===== src/rtl/chip8_pkg.sv =====
// Shared CHIP-8 core definitions: default widths and the register/memory
// transfer state encoding.
package chip8_pkg;

    localparam int unsigned DEFAULT_ADDR_W = 12;
    localparam int unsigned NUM_REGS       = 16;
    localparam int unsigned REG_IDX_W      = 4;

    typedef enum logic [2:0] {
        IDLE,
        S_RD,
        S_WR,
        L_RD,
        L_WR,
        FIN
    } xfer_state_e;

endpackage


===== src/rtl/chip8_reg_mem_transfer.sv =====
// FX55/FX65 bulk mover: copies V0..VX to/from memory starting at I,
// alternating a read cycle and a write cycle per byte.
module chip8_reg_mem_transfer
    import chip8_pkg::*;
#(
    parameter int unsigned ADDR_W      = DEFAULT_ADDR_W,
    parameter bit          QUIRK_INC_I = 1'b1
) (
    input  logic                 clk,
    input  logic                 reset,
    input  logic                 start,
    input  logic                 dir_load,
    input  logic [REG_IDX_W-1:0] x,
    input  logic [ADDR_W-1:0]    index_i,
    output logic                 busy,
    output logic                 done,
    output logic                 index_we,
    output logic [ADDR_W-1:0]    index_new,
    output logic [REG_IDX_W-1:0] rf_sel_out,
    input  logic [7:0]           rf_rdata,
    output logic                 rf_we,
    output logic [REG_IDX_W-1:0] rf_sel_in,
    output logic [7:0]           rf_wdata,
    output logic [ADDR_W-1:0]    mem_addr,
    output logic                 mem_we,
    output logic [7:0]           mem_wdata,
    input  logic [7:0]           mem_rdata
);

    xfer_state_e          state_q, state_d;
    logic [REG_IDX_W-1:0] k_q, k_d;
    logic [REG_IDX_W-1:0] x_q, x_d;
    logic [ADDR_W-1:0]    base_q, base_d;
    logic [ADDR_W-1:0]    addr_k;
    logic                 last;

    assign addr_k = base_q + ADDR_W'(k_q);
    assign last   = (k_q == x_q);

    always_ff @(posedge clk) begin
        if (reset) begin
            state_q <= IDLE;
            k_q     <= '0;
            x_q     <= '0;
            base_q  <= '0;
        end else begin
            state_q <= state_d;
            k_q     <= k_d;
            x_q     <= x_d;
            base_q  <= base_d;
        end
    end

    // Strobes are gated by reset so they drop in the very cycle reset is
    // raised, even though the state register only clears at the next edge.
    always_comb begin
        state_d    = state_q;
        k_d        = k_q;
        x_d        = x_q;
        base_d     = base_q;
        busy       = 1'b0;
        done       = 1'b0;
        index_we   = 1'b0;
        index_new  = '0;
        rf_sel_out = '0;
        rf_we      = 1'b0;
        rf_sel_in  = '0;
        rf_wdata   = '0;
        mem_addr   = '0;
        mem_we     = 1'b0;
        mem_wdata  = '0;

        unique case (state_q)
            IDLE: begin
                if (start) begin
                    base_d  = index_i;
                    x_d     = x;
                    k_d     = '0;
                    state_d = dir_load ? L_RD : S_RD;
                end
            end
            S_RD: begin
                busy       = 1'b1;
                rf_sel_out = k_q;
                state_d    = S_WR;
            end
            S_WR: begin
                busy       = 1'b1;
                rf_sel_out = k_q;
                mem_addr   = addr_k;
                mem_wdata  = rf_rdata;
                mem_we     = ~reset;
                if (last) begin
                    state_d = FIN;
                end else begin
                    k_d     = k_q + REG_IDX_W'(1);
                    state_d = S_RD;
                end
            end
            L_RD: begin
                busy     = 1'b1;
                mem_addr = addr_k;
                state_d  = L_WR;
            end
            L_WR: begin
                busy      = 1'b1;
                mem_addr  = addr_k;
                rf_sel_in = k_q;
                rf_wdata  = mem_rdata;
                rf_we     = ~reset;
                if (last) begin
                    state_d = FIN;
                end else begin
                    k_d     = k_q + REG_IDX_W'(1);
                    state_d = L_RD;
                end
            end
            FIN: begin
                done      = ~reset;
                index_we  = QUIRK_INC_I & ~reset;
                index_new = base_q + ADDR_W'(x_q) + ADDR_W'(1);
                state_d   = IDLE;
            end
            default: begin
                state_d = IDLE;
            end
        endcase
    end

endmodule

===== config.mk =====
export PLATFORM = sky130hd
export DESIGN_NAME = chip8_reg_mem_transfer
export DESIGN_NICKNAME = d
export VERILOG_FILES = /design/src/rtl/chip8_pkg.sv /design/src/rtl/chip8_reg_mem_transfer.sv
export SDC_FILE = /design/constraint.sdc
export NUM_CORES = 1
export LEC_CHECK = 0
export CORE_MARGIN = 2
export CORE_UTILIZATION = 28
export CTS_BUF_LIST = sky130_fd_sc_hd__clkbuf_4
export DETAILED_ROUTE_END_ITERATION = 8
export MAX_ROUTING_LAYER = met4
export SLEW_MARGIN = 15
export SYNTH_ARGS = -nofsm -noshare
export SYNTH_HDL_FRONTEND = slang
export SYNTH_SLANG_ARGS = --single-unit
export TNS_END_PERCENT = 5

===== constraint.sdc =====
create_clock -name clk -period 2.3 [get_ports clk]
set_input_delay 0.46 -clock clk [delete_from_list [all_inputs] [get_ports clk]]
set_output_delay 0.46 -clock clk [all_outputs]
set_load 0.1 [all_outputs]

# Word-level counts from Yosys, hierarchy flattened
# Cells that the tools add are included.
# totals
output_inout_bits,53
input_bits,36
wordCells,43
reg_bits,23
# op_classes
bitwise_logic,1
n_mux,18
eq_ne,8
reduce_logical,8
add_sub_neg,4
# ops
operator,count
$add A12 B4 Y12,2
$mux W12,2
$mux W4,4
$mux W8,2
$pmux W3 S5,1
$add A12 B1 Y12 const B,1
$mux W3,3
$pmux W4 S2,1
$eq A3 B2 Y1 const B,2
$eq A3 B3 Y1 const B,2
$add A4 B1 Y4 const B,1
$eq A4 B4 Y1,1
$mux W1,4
$ne A2 B2 Y1 const B,2
$reduce_or A2 Y1,2
$reduce_or A4 Y1,1
$eq A3 B1 Y1 const B,1
$logic_not A3 Y1,1
$reduce_and A3 Y1,1
$reduce_or A3 Y1,1
$mux W2,1
$reduce_and A2 Y1,1
$reduce_bool A2 Y1,1
$not A1 Y1,1

# Longest topological paths before layout
# Gate-level depths: netlist (run 1).
# depth
depth_word,4
ltp_mapped,7
mapped_depth_nobuf,7

# Worst setup path before layout (run 1)
# No wires, ideal clock.
# synth_timing
kind,register to output
start,reg base_q[1]
end,out index_new[7]
t_arrival_ns,3.516
n_path_buf,0
required_ns,1.840
path_stages_with_launch,6
path_slack_ns,-1.676
path_cell_list,dfxtp_1 ha_1 nor2b_1 o31ai_1 a21oi_1 o21ai_0
# synth_via
elab_chain_cells,3
# synth_rtl
item,line_no,rtl
"start, declared",chip8_reg_mem_transfer.sv:33,"logic [ADDR_W-1:0] base_q, base_d;"
"start signal, assigned",chip8_reg_mem_transfer.sv:50,base_q <= base_d;
$add A12 B4 Y12,chip8_reg_mem_transfer.sv:121,index_new = base_q + ADDR_W'(x_q) + ADDR_W'(1);
$add A12 B1 Y12,chip8_reg_mem_transfer.sv:121,
$mux W12,chip8_reg_mem_transfer.sv:73,unique case (state_q)
"end, declared",chip8_reg_mem_transfer.sv:18,"output logic [ADDR_W-1:0] index_new,"
# No other way between the ends.

# Worst setup path after layout (run 1)
# layout_timing
start,reg x_q[0]
end,out index_new[10]
# layout_via
elab_chain_cells,3
# layout_rtl
item,line_no,rtl
"start, declared",chip8_reg_mem_transfer.sv:32,"logic [REG_IDX_W-1:0] x_q, x_d;"
"start signal, assigned",chip8_reg_mem_transfer.sv:44,x_q <= '0;
"start signal, assigned",chip8_reg_mem_transfer.sv:49,x_q <= x_d;
$add A12 B4 Y12,chip8_reg_mem_transfer.sv:121,
$add A12 B1 Y12,chip8_reg_mem_transfer.sv:121,
$mux W12,chip8_reg_mem_transfer.sv:73,
# No other way between the ends.

==> metrics.txt, run 1 <==
root buffer cell clkbuf_4; aggregate global routing overflow 0; number of flops mapped to enable cells by yosys 0; top cell type's share of synthesized area 0.234; fin crit share 1.18; WL/cell 14.1 µm; Initial Util 0.290; post-DR vias/cell 4.71; total track usage 0.186; worst setup margin -418 ps; max-slew violation count 0; routed vias 2291; mapped cell area 1970 µm²; worst setup path class reg2out; Clk pwr share 0.118; Routed Antenna Nets 0; die height 87.9 µm; Pre-Repair DR Iteration Count 4; RSZ-0062 raised after global routing yes; Yosys warning count 0; Skew-Pair Late Insertion Delay 310 ps; pwr/cell area 413 nW/µm²; combinational share of power 0.602; biggest cell delay along the critical path 350 ps; Antenna diodes 0; cts bufs inserted 3; max cap viols 0; Peak VDD IR 0.223 mV; Final Skew 2.68 ps; Net Sw Power 0.000791 W; post-synthesis sequential area ratio 0.234; setup violators final 20; IO Count 89; layout overhead on the synthesized area 109%; post-synth top area cell dfxtp_1; dpl cells 481; Post-Syn Nets 314; input/output buffers 88; row cnt 30; commonest cells in the netlist nand2_1 (41), a21oi_1 (30), and2_1 (24), dfxtp_1 (23), nor2_1 (18); slew margin rel. 0.651; first-pass GRT wire length 11000 µm; Iter 0 DRT Violations 87; Worst-Margin Slew 520 ps; Reg power frac 0.279; outcome complete, but fails checks; Avg Inst Size Synth 7.38 µm²; largest net degree at the start of global routing 26; Fillers 596; largest cells by area after synthesis dfxtp_1 (23%), nand2_1 (7.8%), a21oi_1 (7.6%), and2_1 (7.6%), ha_1 (5.7%); P_int 0.000908 W; clock buffer depth 2; routability cong. 0.912; layout cell share with drive strength beyond 1 0.413; asr flop ratio synth 0; fin nets 438; max frequency 368 MHz; DP HPWL 5600 µm; Worst Setup End Kind primary output; synth unique cells 47; hold_buf cts 0; vias in the first global route 2245; cell with the most instances after synthesis nand2_1; Hold Crit Class reg2reg; clock sink count 23; WP data required 1840 ps; CTS tree yes; H-tree depth 1; Remaining DRCs 0; Core ar. 6790 µm²; initial antenna violation count 0; most common flop cell mapped by yosys dfxtp_1; switch share 0.466; die width 87.9 µm; critical path fanouts, max 2; cell leakage power 1.57 nW; Tmin final 2720 ps; cells after synthesis 267; Fin Setup TNS -5130 ps; crit path cell chain inv_1 > ha_4 > fa_2 > nand2b_4 > a21o_1 > or3_4 > a21oi_4 > buf_12; failing checks setup timing; Worst-path clk slew 140 ps; crit start category flip-flop; WL final 6830 µm; Seq cells post-synth 23; Final Util 0.606; final hold viol count 0; CP max stage cell dfxtp_2; CP Data Arrival Time 2260 ps; final non-filler cell total 486; Die ar. 7720 µm²
[cells in the final DEF, fill, tap and decap left out, types with 4 or more instances in the layout]
master / instances
buf_12: 54
buf_4: 43
nand2_1: 41
clkdlybuf4s50_1: 35
and2_1: 23
a21oi_1: 19
dfxtp_1: 19
inv_1: 8
a21oi_4: 8
xnor2_1: 8
nor2_1: 7
ha_1: 7
o21ai_0: 6
nor2_4: 6
nand2b_1: 5
xor2_1: 5
nor2_2: 5
nor3_1: 5
or3_1: 5
o21ai_1: 4
nor2b_1: 4
a211oi_2: 4
nor4_1: 4
dfxtp_2: 4
[power by group through the flow]
stage / registers (W) / logic (W) / clock network, W
2_1_floorplan: 0.000476 / 0.000621 / 0
3_3_place_gp: 0.000478 / 0.00100 / 0
3_5_place_dp: 0.000481 / 0.00101 / 0
4_1_cts: 0.000473 / 0.00102 / 0.000210
5_1_grt: 0.000480 / 0.00109 / 0.000217
6_report: 0.000475 / 0.00102 / 0.000201
[critical path: cells and delay by family (launching register included)]
kind | cells | cell delay, ps
adder cells (fa/ha/maj) | 2 | 520
AND/OR/NAND/NOR | 2 | 490
buffers and inverters | 2 | 260
AO/OA/AOI/OAI | 2 | 330
flip-flops | 1 | 350
[stage by stage]
step / setup slack [ps] / total power, W / area [µm²] / hold slack, ps
global route: -497 / 0.00179 / 4120 / 525
detailed placement: -154 / 0.00149 / 3990 / 489
floorplan: -390 / 0.00110 / 2180 / 453
CTS: -443 / 0.00170 / 4050 / 501
global placement: -113 / 0.00148 / 3990 / 469
finish: -418 / 0.00170 / 4120 / 500
[metal layers]
layer / vias to the layer above / global-route usage / wire length [µm]
met2: 64 / 0.308 / 3310
met1: 1050 / 0.243 / 3150
li1: 1171 / - / -
met5: - / - / 0
met4: 0 / 0.0434 / 74
met3: 6 / 0.0207 / 297
[layout make-up]
class	instances	area [µm²]	area share
clock inverters	1	5.00	0.00122
flip-flops and latches	23	465	0.113
inverters	9	33.8	0.00821
well taps	96	120	0.0292
repair buffers	133	1770	0.429
multi-input cells	221	1700	0.414
clock buffers	3	22.5	0.00547
[state kept, by name (all words and copies together) (netlist names)]
register,flops
base_q,12
k_q,4
x_q,4
state_q,3
[cells by family after synthesis]
family | after synthesis | share of synthesized area
flip-flops | 23 | 0.234
AND/OR/NAND/NOR | 127 | 0.347
adder cells (fa/ha/maj) | 11 | 0.0775
multiplexers | 3 | 0.0159
buffers and inverters | 23 | 0.0527
AO/OA/AOI/OAI | 66 | 0.211
XOR/XNOR | 14 | 0.0622
[worst paths after layout]
path                            end                    from  cells after the start  slack (ps)
max                   index_new[10]     x_q[0]$_SDFFE_PP0P_                      8        -420
min          base_q[0]$_SDFFE_PP0P_  base_q[0]$_SDFFE_PP0P_                      2         500
max reg2reg     k_q[2]$_SDFFE_PP0P_     k_q[1]$_SDFFE_PP0P_                      5         480
min reg2reg  base_q[0]$_SDFFE_PP0P_  base_q[0]$_SDFFE_PP0P_                      2         500
[timing repair]
action	in CTS	in global routing
gates resized for setup	8	20
setup buffers	1	0
pin swaps	5	5
setup endpoints to repair	20	33
(Power assumes the default switching activity.)
==> run 2: changes to the inputs <==
--- a/config.mk
+++ b/config.mk
@@ -7,7 +7,7 @@
 export LEC_CHECK = 0
 export CORE_MARGIN = 2
 export CORE_UTILIZATION = 28
-export CTS_BUF_LIST = sky130_fd_sc_hd__clkbuf_4
+export CTS_BUF_LIST = sky130_fd_sc_hd__clkbuf_16
 export DETAILED_ROUTE_END_ITERATION = 8
 export MAX_ROUTING_LAYER = met4
 export SLEW_MARGIN = 15
==> run 2 against run 1 <==
Effect of this change: the run still ends with setup timing left; final cell count did not move; combinational power about the same; via count up 0.57%; clock skew up 1.4 ps; sequential power is 1% higher; critical path type unchanged; largest power group unchanged.
==> metrics.txt, run 2 (synthesized netlist as in run 1, its figures left out) <==
final hold slack 489 ps (was 500 ps); Initial Util 0.290 (unchanged); routability cong. 0.912 (unchanged); post-DR vias/cell 4.74 (was 4.71); Pre-Repair DR Iteration Count 4 (unchanged); most frequent cells in the layout buf_12 (54), buf_4 (44), nand2_1 (41) (was buf_12 (54), buf_4 (43), nand2_1 (41)); RSZ-0062 raised after global routing yes (unchanged); die width 87.9 µm (unchanged); cts bufs inserted 3 (unchanged); hold_buf cts 0 (unchanged); max frequency 377 MHz (was 368 MHz); IO Count 89 (unchanged); final hold viol count 0 (unchanged); setup violators final 18 (was 20); max cap viols 0 (unchanged); CP Data Arrival Time 2190 ps (was 2260 ps); Final Skew 4.05 ps (was 2.68 ps); Tmin final 2650 ps (was 2720 ps); WL final 7020 µm (was 6830 µm); WL/cell 14.5 µm (was 14.1 µm); slew margin rel. 0.671 (was 0.651); die height 87.9 µm (unchanged); CTS tree yes (unchanged); max FFs per register 12 (unchanged); Antenna diodes 0 (unchanged); root buffer cell clkbuf_16 (was clkbuf_4); outcome complete, but fails checks (unchanged); worst setup path class reg2out (unchanged); failing checks setup timing (unchanged); pwr/cell area 449 nW/µm² (was 413 nW/µm²); switch share 0.429 (was 0.466); DP HPWL 5600 µm (unchanged); cell leakage power 1.61 nW (was 1.57 nW); clock sink count 23 (unchanged); aggregate global routing overflow 0 (unchanged); Worst-Margin Slew 490 ps (was 520 ps); Worst-path clk slew 70 ps (was 140 ps); crit start category flip-flop (unchanged); fin crit share 1.15 (was 1.18); Net Sw Power 0.000814 W (was 0.000791 W); Iter 0 DRT Violations 90 (was 87); Die ar. 7720 µm² (unchanged); Skew-Pair Late Insertion Delay 260 ps (was 310 ps); worst setup margin -355 ps (was -418 ps); WP data required 1840 ps (about the same); most common cell after layout, fill and taps aside buf_12 (unchanged); clock buffer depth 2 (unchanged); Top Registers base_q: 12 flops, k_q: 4 flops, x_q: 4 flops (unchanged); Hold Crit Class reg2reg (unchanged); Core ar. 6790 µm² (unchanged); critical path fanouts, max 3 (was 2); Worst Setup End Kind primary output (unchanged); Reg power frac 0.253 (was 0.279); input/output buffers 88 (unchanged); Clk pwr share 0.204 (was 0.118); layout overhead on the synthesized area 114% (was 109%); P_int 0.00108 W (was 0.000908 W); max-slew violation count 0 (unchanged); Remaining DRCs 0 (unchanged); Top reg by flops base_q (unchanged); row cnt 30 (unchanged); Peak VDD IR 0.264 mV (was 0.223 mV); routed vias 2304 (was 2291); initial antenna violation count 0 (unchanged); first-pass GRT wire length 11000 µm (about the same); total track usage 0.186 (about the same); Routed Antenna Nets 0 (unchanged); fin nets 438 (unchanged); Fillers 580 (was 596); layout cell share with drive strength beyond 1 0.433 (was 0.413); H-tree depth 1 (unchanged); combinational share of power 0.542 (was 0.602); Place WS -154 ps (unchanged); largest net degree at the start of global routing 26 (unchanged); vias in the first global route 2245 (unchanged)
==> run 2: critical path, stage by stage (launching register included) <==
cell and delay (ps):
dfxtp_4 360, ha_4 170, fa_2 390, a211oi_2 280, buf_4 180, nor3_1 60, xnor2_1 260, nor2_4 60
buf_12 170
==> run 2: worst paths after layout <==
kind | startpoint | to | slack (ps) | cells after the start
max | base_q[0]$_SDFFE_PP0P_ | mem_addr[8] | -350 | 8
min | base_q[2]$_SDFFE_PP0P_ | base_q[2]$_SDFFE_PP0P_ | 490 | 2
max reg2reg | k_q[1]$_SDFFE_PP0P_ | k_q[2]$_SDFFE_PP0P_ | 520 | 5
min reg2reg | base_q[2]$_SDFFE_PP0P_ | base_q[2]$_SDFFE_PP0P_ | 490 | 2
==> run 2: cell type report <==
type	count	area, µm²	area share
timing repair buffer	133	1760	0.417
multi-input combinational	221	1760	0.416
sequential	23	470	0.111
tap	96	120	0.0284
clock buffer	3	75.1	0.0178
inverter	9	33.8	0.00800
clock inverter	1	5.00	0.00118
==> run 2: per-layer routing <==
| metal | share of wire | global-route usage | wire [µm] | up-vias |
|---|---|---|---|---|
| met1 | 0.43 | 0.243 | 3040 | 1048 |
| met3 | 0.058 | 0.0170 | 408 | 9 |
| met4 | 0.015 | 0.0503 | 108 | 0 |
| met2 | 0.49 | 0.307 | 3460 | 75 |
| li1 | - | - | - | 1172 |
| met5 | 0 | - | 0 | - |
==> run 2: repair_timing <==
item                                    4_1_cts  5_1_grt
pin swaps                                     5       13
endpoints found under the setup margin       19       19
resized for setup                             9       28
buffers inserted                              1        0
==> run 2: stage by stage <==
step	cells	TNS (ps)	area, µm²	util	total power [W]
floorplan	267	-6300	2180	-	0.00110
global placement	481	-438	3990	0.587	0.00148
detailed placement	481	-705	3990	0.587	0.00149
CTS	486	-4170	4110	0.604	0.00189
global route	486	-4870	4230	0.622	0.00199
finish	486	-3550	4230	0.622	0.00190
==> run 2: power by group through the flow <==
stage / clock (W) / sequential (W) / combinational (W)
floorplan: 0 / 0.000476 / 0.000621
global placement: 0 / 0.000478 / 0.00100
detailed placement: 0 / 0.000481 / 0.00101
CTS: 0.000394 / 0.000473 / 0.00102
global route: 0.000410 / 0.000486 / 0.00109
finish: 0.000388 / 0.000480 / 0.00103
==> run 3: changes to the inputs <==
--- a/config.mk
+++ b/config.mk
@@ -9,6 +9,7 @@
 export CORE_UTILIZATION = 28
 export CTS_BUF_LIST = sky130_fd_sc_hd__clkbuf_16
 export DETAILED_ROUTE_END_ITERATION = 8
+export HOLD_SLACK_MARGIN = 0.05
 export MAX_ROUTING_LAYER = met4
 export SLEW_MARGIN = 15
 export SYNTH_ARGS = -nofsm -noshare
==> results of run 3 <==
Final layout, timing and power as in run 2 (identical DEF).
==> patch: new RTL, settings of run 2 <==
Register the inputs `start`, `dir_load`, `x`, `index_i`, `rf_rdata` and `mem_rdata` before use, with the module's reset. The logic sees them one clock later.
--- a/src/rtl/chip8_reg_mem_transfer.sv
+++ b/src/rtl/chip8_reg_mem_transfer.sv
@@ -26,6 +26,31 @@
     output logic [7:0]           mem_wdata,
     input  logic [7:0]           mem_rdata
 );
+
+    logic start_q;
+    logic dir_load_q;
+    logic [REG_IDX_W-1:0] x_r;
+    logic [ADDR_W-1:0] index_q;
+    logic [7:0] rf_rdata_q;
+    logic [7:0] mem_rdata_q;
+
+    always_ff @(posedge clk) begin
+        if (reset) begin
+            start_q     <= '0;
+            dir_load_q  <= '0;
+            x_r         <= '0;
+            index_q     <= '0;
+            rf_rdata_q  <= '0;
+            mem_rdata_q <= '0;
+        end else begin
+            start_q     <= start;
+            dir_load_q  <= dir_load;
+            x_r         <= x;
+            index_q     <= index_i;
+            rf_rdata_q  <= rf_rdata;
+            mem_rdata_q <= mem_rdata;
+        end
+    end
 
     xfer_state_e          state_q, state_d;
     logic [REG_IDX_W-1:0] k_q, k_d;
@@ -72,11 +97,11 @@
 
         unique case (state_q)
             IDLE: begin
-                if (start) begin
-                    base_d  = index_i;
-                    x_d     = x;
+                if (start_q) begin
+                    base_d  = index_q;
+                    x_d     = x_r;
                     k_d     = '0;
-                    state_d = dir_load ? L_RD : S_RD;
+                    state_d = dir_load_q ? L_RD : S_RD;
                 end
             end
             S_RD: begin
@@ -88,7 +113,7 @@
                 busy       = 1'b1;
                 rf_sel_out = k_q;
                 mem_addr   = addr_k;
-                mem_wdata  = rf_rdata;
+                mem_wdata  = rf_rdata_q;
                 mem_we     = ~reset;
                 if (last) begin
                     state_d = FIN;
@@ -106,7 +131,7 @@
                 busy      = 1'b1;
                 mem_addr  = addr_k;
                 rf_sel_in = k_q;
-                rf_wdata  = mem_rdata;
+                rf_wdata  = mem_rdata_q;
                 rf_we     = ~reset;
                 if (last) begin
                     state_d = FIN;
Formal check against the unedited RTL: not equivalent (Yosys sat finds a counterexample within 4 cycles, from zero or initial values and one cycle with reset high).
==> patch against run 2 <==
  * The flow still finishes with violations (setup timing)
  * Hold slack got worse by 0.065 ns
  * Wire length rose by 2.6%
  * First-iteration DRC count fell by 27%
  * Via count rose by 10%
  * Sequential cell count rose by 34
  * Register-to-register slack improved by 0.10 ns
  * Area after synthesis rose by 41%
  * Power rose by 61%
  * Clock power rose to 3.4 times the old value
  * Setup slack improved by 0.072 ns
  * Design area rose by 20%
  * Combinational power fell by 37%
  * Non-clock buffer count fell by 18
  * Largest power group is now the clock network
==> patch: results <==
[clock_tree]
cts_buffers = 9
worstSkewPairLatency_ns = 0.32
clk_pin_slew_ns = 0.05
cts_max_level = 3

[placed_design]
dpl_worst_slack_ns = -0.153
post-place-cells = 550
place.gp.congestion = 0.816
dpl.hpwl_mm = 5.46
port_buffers = 88

[worst_setup_path]
crit_arrival_ns = 2.12
path_max_fanout = 7

[sta]
finClkSkew_ns = 0.00435
setup_viol = 18
setup_slack_ns = -0.283
hold_viol = 0
setup_tns_ns = -3.81
relSlewSlack_pct = 65.8

[synthesis]
yosysSeqAreaShare_pct = 41.0
synth_area_leaders = "dfxtp_1 (41%), nor2b_1 (9.4%), nand2_1 (5.4%)"
syn_inst = 328
syn_nets = 375
synth_common_cells = "dfxtp_1 (57), nor2b_1 (42), nand2_1 (40)"
synth_warnings = 0

[routing]
drtIter0Drc = 66
wl_per_cell_um = 12.7
vias = 2538
dr.pass1.iters = 4
wirelength_mm = 7.21

[pwr]
leakage_nw = 1.87
ir_drop_mv = 0.432
switchingPower_w = 0.000901

[cells_and_area]
drive_above_1_share_pct = 37.2
nets = 478
reg.largest.list = "base_q (12), index_q (12)"
fillers = 891

[global_routing]
gr-usage-all-layers_pct = 14.3
grt_max_degree = 31
grt_pass1_vias = 2632
grt_pass1_wl_mm = 12.1

[status]
violations = "setup timing"
run_status = "finished, violations left"
## patch: cell types whose count changed after synthesis, moves of 9 or more
cell | run 2 | this run
nor2b_1 | 4 | 42
nor2_1 | 18 | 27
and2_1 | 24 | 5
dfxtp_1 | 23 | 57
and3_1 | 1 | 20
## patch: critical path, stage by stage (launching register included)
cell     delay, ns
dfxtp_4       0.36
buf_4         0.14
fa_2          0.36
a21o_1        0.20
a21oi_4       0.27
o21ai_2       0.11
a21oi_4       0.16
buf_12        0.19
## patch: kinds of logic (layout without fill, tap and decap cells)
group / Yosys count / after routing / synth area share (%)
AND/OR/NAND/NOR: 160 / 160 / 31.0
flip-flops: 57 / 57 / 41.0
AO/OA/AOI/OAI: 50 / 50 / 10.7
buffers and inverters: 29 / 137 / 5.16
XOR/XNOR: 20 / 20 / 6.29
adder cells (fa/ha/maj): 11 / 11 / 5.48
multiplexers: 1 / 1 / 0.404
## patch: cell type report
type	instances	share of cell area, %
sequential	57	22.8
clock inverter	7	1.58
clock buffer	9	4.45
timing repair buffer	115	32.1
multi-input combinational	242	35.3
tap	133	3.29
inverter	6	0.445
## patch: timing repair
| item | 4_1_cts | 5_1_grt |
|---|---|---|
| pin swaps | 9 | 8 |
| setup endpoints to repair | 19 | 22 |
| gates resized for setup | 23 | 15 |
| buffers inserted | 0 | 3 |
## patch: routing by layer
layer	up-vias	track usage (%)	wire, µm
li1	1301	-	-
met1	1142	16.8	3250
met2	84	22.9	3430
met3	11	4.72	440
met4	0	5.21	87
met5	-	-	0
## patch: power by group through the flow
| stage | registers [W] | logic (W) | clock network (W) |
|---|---|---|---|
| after floorplan | 0.00108 | 0.000423 | 0 |
| after global placement | 0.00109 | 0.000638 | 0 |
| after detailed placement | 0.00110 | 0.000642 | 0 |
| after CTS | 0.00108 | 0.000647 | 0.00135 |
| after global routing | 0.00109 | 0.000699 | 0.00140 |
| final | 0.00108 | 0.000651 | 0.00132 |
## patch: worst paths after layout
| kind | startpoint | to | slack [ns] | depth (start not counted) |
|---|---|---|---|---|
| min | index_q[2] | base_q[2] | 0.42 | 2 |
| max reg2reg | k_q[2] | k_q[3] | 0.62 | 6 |
| max | base_q[1] | mem_addr[8] | -0.28 | 7 |
| min reg2reg | index_q[2] | base_q[2] | 0.42 | 2 |
## patch: through the flow
stage / cell area, µm² / power [W] / hold WS, ns
floorplan: 2940 / 0.00150 / 0.417
global placement: 4580 / 0.00173 / 0.424
detailed placement: 4580 / 0.00174 / 0.428
CTS: 4970 / 0.00308 / 0.436
global route: 5060 / 0.00318 / 0.444
finish: 5060 / 0.00305 / 0.424
